### config.mk
export PLATFORM = sky130hd
export DESIGN_NAME = fabric_config_loader
export DESIGN_NICKNAME = d
export VERILOG_FILES = /design/src/rtl/fabric_config_loader.sv
export SDC_FILE = /design/constraint.sdc
export NUM_CORES = 1
export LEC_CHECK = 0
export ABC_AREA = 0
export CORE_AREA = 2 2 115 117
export DETAILED_ROUTE_END_ITERATION = 7
export DIE_AREA = 0 0 117 119
export PLACE_DENSITY = 0.84
export SYNTH_ARGS = -nofsm -noshare
export SYNTH_HDL_FRONTEND = slang
export SYNTH_SLANG_ARGS = --single-unit
### constraint.sdc
create_clock -name clk -period 1.82 [get_ports clk]
set_input_delay 0.455 -clock clk [delete_from_list [all_inputs] [get_ports clk]]
set_output_delay 0.455 -clock clk [all_outputs]
set_load 0.01 [all_outputs]
### src/rtl/fabric_config_loader.sv
// fabric_config_loader: streams host bitstream words serially into a tile config chain,
// commits them with a single set strobe and reads the previous chain contents back from the tail.
`default_nettype none

module fabric_config_loader #(
  parameter int WORD_W    = 32,
  parameter int CHAIN_LEN = 1024
) (
  input  logic              clk,
  input  logic              rst,
  input  logic              start,
  input  logic              word_valid,
  input  logic [WORD_W-1:0] word_data,
  output logic              word_ready,
  output logic              cfg_shift,
  output logic              cfg_cen,
  output logic              cfg_set,
  input  logic              cfg_tail,
  output logic              busy,
  output logic              done,
  output logic              rb_valid,
  output logic [WORD_W-1:0] rb_data
);

  localparam int CNT_W = $clog2(CHAIN_LEN + 1);
  localparam int WB_W  = $clog2(WORD_W + 1);
  localparam logic [CNT_W-1:0] LAST_BIT  = CNT_W'(CHAIN_LEN - 1);
  localparam logic [WB_W-1:0]  LAST_WBIT = WB_W'(WORD_W - 1);

  typedef enum logic [2:0] {
    S_IDLE  = 3'd0,
    S_FETCH = 3'd1,
    S_SHIFT = 3'd2,
    S_SET   = 3'd3,
    S_DONE  = 3'd4
  } state_e;

  state_e             state_q, state_d;
  logic [CNT_W-1:0]   bit_cnt_q, bit_cnt_d;
  logic [WB_W-1:0]    wbit_q, wbit_d;
  logic [WB_W-1:0]    rb_cnt_q, rb_cnt_d;
  logic [WORD_W-1:0]  word_sr_q, word_sr_d;
  logic [WORD_W-1:0]  rb_sr_q, rb_sr_d;
  logic [WORD_W-1:0]  rb_data_q, rb_data_d;
  logic [WORD_W-1:0]  rb_merged;
  logic               rb_valid_q, rb_valid_d;
  logic               cfg_shift_q, cfg_shift_d;
  logic               cfg_cen_q, cfg_cen_d;
  logic               cfg_set_q, cfg_set_d;
  logic               word_ready_q, word_ready_d;
  logic               busy_q, busy_d;
  logic               done_q, done_d;

  always_comb begin
    state_d     = state_q;
    bit_cnt_d   = bit_cnt_q;
    wbit_d      = wbit_q;
    rb_cnt_d    = rb_cnt_q;
    word_sr_d   = word_sr_q;
    rb_sr_d     = rb_sr_q;
    rb_data_d   = rb_data_q;
    rb_valid_d  = 1'b0;
    cfg_shift_d = cfg_shift_q;
    rb_merged   = rb_sr_q | (WORD_W'(cfg_tail) << rb_cnt_q);

    case (state_q)
      S_IDLE: begin
        if (start) begin
          state_d   = S_FETCH;
          bit_cnt_d = '0;
          rb_cnt_d  = '0;
          rb_sr_d   = '0;
        end
      end
      S_FETCH: begin
        if (word_valid) begin
          state_d     = S_SHIFT;
          cfg_shift_d = word_data[0];
          word_sr_d   = word_data >> 1;
          wbit_d      = '0;
        end
      end
      S_SHIFT: begin
        bit_cnt_d = bit_cnt_q + CNT_W'(1);
        // The last chain bit flushes whatever readback has been gathered so far.
        if (rb_cnt_q == LAST_WBIT || bit_cnt_q == LAST_BIT) begin
          rb_data_d  = rb_merged;
          rb_valid_d = 1'b1;
          rb_sr_d    = '0;
          rb_cnt_d   = '0;
        end else begin
          rb_sr_d  = rb_merged;
          rb_cnt_d = rb_cnt_q + WB_W'(1);
        end
        if (bit_cnt_q == LAST_BIT) begin
          state_d = S_SET;
        end else if (wbit_q == LAST_WBIT) begin
          state_d = S_FETCH;
        end else begin
          cfg_shift_d = word_sr_q[0];
          word_sr_d   = word_sr_q >> 1;
          wbit_d      = wbit_q + WB_W'(1);
        end
      end
      S_SET:   state_d = S_DONE;
      S_DONE:  state_d = S_IDLE;
      default: state_d = S_IDLE;
    endcase

    // Strobes are registered copies of the upcoming state so they align with it.
    word_ready_d = (state_d == S_FETCH);
    cfg_cen_d    = (state_d == S_SHIFT);
    cfg_set_d    = (state_d == S_SET);
    busy_d       = (state_d != S_IDLE);
    done_d       = (state_d == S_DONE);
  end

  always_ff @(posedge clk) begin
    if (rst) begin
      state_q      <= S_IDLE;
      bit_cnt_q    <= '0;
      wbit_q       <= '0;
      rb_cnt_q     <= '0;
      word_sr_q    <= '0;
      rb_sr_q      <= '0;
      rb_data_q    <= '0;
      rb_valid_q   <= 1'b0;
      cfg_shift_q  <= 1'b0;
      cfg_cen_q    <= 1'b0;
      cfg_set_q    <= 1'b0;
      word_ready_q <= 1'b0;
      busy_q       <= 1'b0;
      done_q       <= 1'b0;
    end else begin
      state_q      <= state_d;
      bit_cnt_q    <= bit_cnt_d;
      wbit_q       <= wbit_d;
      rb_cnt_q     <= rb_cnt_d;
      word_sr_q    <= word_sr_d;
      rb_sr_q      <= rb_sr_d;
      rb_data_q    <= rb_data_d;
      rb_valid_q   <= rb_valid_d;
      cfg_shift_q  <= cfg_shift_d;
      cfg_cen_q    <= cfg_cen_d;
      cfg_set_q    <= cfg_set_d;
      word_ready_q <= word_ready_d;
      busy_q       <= busy_d;
      done_q       <= done_d;
    end
  end

  assign word_ready = word_ready_q;
  assign cfg_shift  = cfg_shift_q;
  assign cfg_cen    = cfg_cen_q;
  assign cfg_set    = cfg_set_q;
  assign busy       = busy_q;
  assign done       = done_q;
  assign rb_valid   = rb_valid_q;
  assign rb_data    = rb_data_q;

endmodule

`default_nettype wire

==> flow_summary.toml <==
[clocking]
h-tree-depth = 4
cts_buffers = 17
cts_tree = "yes"
clock_path_buffers = 2
hold_buffers = 0
clkTransAtPathRegs_ns = 0.06
cts_sinks = 128
cts_root_buffer = "clkbuf_16"
clk_latency_ns = 0.43

[grt]
grt_pass1_wl_mm = 26.43
grt_usage_pct = 23.90
grt_max_degree = 94
grt-ovfl-total = 0
grt_pass1_vias = 5467
antenna_found_initial = 0

[worst_setup_path]
path_max_fanout = 6
cp-end-kind = "register"
critPathRequiredTime_ns = 2.18
cp_data_arrival_time_ns = 2.15
worstSetupStartpointType = "register"
path_class = "register to register"

[detailed_routing]
drcViolationCount = 0
wl_per_cell_um = 17.55
viasPerCell = 5.866
wl_mm = 17.02
num_vias = 5690
first_pass_iters = 6
final_antenna_net_count = 0
drtIter0Drc = 547

[floorplan]
io_pins = 76
row_count = 42
die_w_um = 117
die_h_um = 119
coreArea_um2 = 12870
initial_core_util_pct = 48.42
die-area_um2 = 13920

[power]
vdd_drop_max_v = 0.0005058
p_per_area_nw_per_um2 = 837.6
p_leak_nw = 3.357

[cells_and_area]
final_common_cell = "dfxtp_1"
final_cell_mix = "dfxtp_1 (122), nand2_1 (92), clkdlybuf4s50_1 (71)"
fin_area_um2 = 8284
fillers = 992
drive_gt1_share_pct = 23.68
multiInputGateArea_um2 = 3327
layout.nets = 821
regArea_um2 = 2570
diodes = 0
area_growth_pct = 32.90
final_util_pct = 64.34

[sta]
maxSlewViolCount = 0
hold_viol = 0
worst_slew_pin_slew_ns = 0.5794
slew_headroom_pct = 60.84
fmax_ghz = 0.5592
skew_ns = 0.008360
fin_crit_sh_pct = 98.26
min_period_ns = 1.788
setup_viol = 0

[synthesis]
synth.distinct_cells = 63
synthCells = 679
synth-main-ff-cell = "dfxtp_1"
synth_nets = 719
synth_area_um2 = 6233
ys_ff_latch = 128
synth.yosys.seq_area_share_pct = 41.11
synth-async-reset-ratio_pct = 0
synth_edf_count = 0
syn_avg_cell_area_um2 = 9.180
yosysWarnings = 0

[run_status]
status = "completed"

[placed_design]
io_buffers = 75
placed_area_um2 = 7516
hpwl_mm = 11.02
routabilityCongestion = 0.8773

[min_path]
hold_class = "input pin to register"

[job]
cap_viol_max_count = 0
-- critical path, stage by stage, from the launching register on --
cell and delay [ns]:
dfxtp_2 0.34, ha_4 0.16, and4_4 0.17, and3b_2 0.24
buf_4 0.17, or4_4 0.48, a21oi_2 0.15
-- logic make-up (layout without fill, tap and decap cells) --
logic type                 Yosys count  count (layout)  synth area share, %
DFF                                128             128                41.11
buffers and inverters               87             202                6.805
and+or+nand+nor                    222             222                17.76
AOI/OAI and AO/OA                  163             163                20.67
muxes                               76              76                13.05
adders and majority gates            3               3               0.6022
-- registers in the layout, summed over array words and instances, names as in the netlist, 3 cells and up --
signal	count
rb_data	32
rb_sr_q	32
word_sr_q	31
bit_cnt_q	11
rb_cnt_q	6
wbit_q	6
state_q	3
-- path summary, 6_finish.rpt --
kind,startpoint,to,slack (ns),cells past startpoint
max,bit_cnt_q[1],rb_sr_q[7],0.03,6
min,rst,state_q[1],0.38,2
max reg2reg,bit_cnt_q[1],rb_sr_q[7],0.03,6
min reg2reg,rb_sr_q[27],rb_sr_q[27],0.46,2
-- Yosys cell counts (11+ instances only) --
| cell type | count | area (um^2) |
|---|---|---|
| dfxtp_1 | 128 | 2562 |
| nand2_1 | 92 | 345.3 |
| mux2_2 | 40 | 450.4 |
| nor2_1 | 36 | 135.1 |
| mux2i_1 | 34 | 340.3 |
| nand3_1 | 27 | 135.1 |
| a21oi_1 | 25 | 125.1 |
| clkbuf_1 | 25 | 93.84 |
| inv_1 | 25 | 93.84 |
| a31oi_1 | 20 | 125.1 |
| buf_2 | 18 | 90.09 |
| a211oi_1 | 17 | 127.6 |
| o211a_1 | 16 | 160.2 |
| nor2b_1 | 15 | 93.84 |
| o211ai_1 | 14 | 105.1 |
| o32ai_1 | 11 | 96.34 |
-- final cells by class --
cell class	count	share of cell area, %
multi-input combinational	464	40.16
sequential	128	31.02
timing repair buffer	144	17.79
clock buffer	18	5.301
tap	176	2.658
clock inverter	14	1.888
inverter	26	1.178
-- power by group --
group          switching [mW]  internal, mW
Clock                    1.37          2.07
Combinational           0.308         0.316
Sequential             0.0251          2.85
-- timing repair --
item                       4_1_cts  5_1_grt
pin swaps                        0        3
setup buffers                    3        2
setup endpoints to repair       19       72
cloned                           0        3
gates resized for setup          7       15
-- metal layers --
| layer | track usage [%] | wire length (um) |
|---|---|---|
| met5 | 0 | 0 |
| met4 | 9.706 | 374 |
| met3 | 4.987 | 965 |
| met2 | 41.98 | 8803 |
| met1 | 27.91 | 6881 |
-- through the flow --
stage | power [mW] | hold slack [ns] | std cells | setup WS [ns] | TNS (ns)
after floorplan | 3.261 | 0.4345 | 679 | -0.04406 | -0.08812
after global placement | 3.481 | 0.4401 | 930 | -0.1657 | -8.388
after detailed placement | 3.505 | 0.4472 | 930 | -0.3004 | -10.87
after CTS | 6.937 | 0.3540 | 965 | 0.01806 | 0
after global routing | 7.150 | 0.3804 | 970 | -0.002452 | -0.003579
final | 6.939 | 0.3814 | 970 | 0.03159 | 0
No activity file was read; power rests on OpenSTA's default activity.
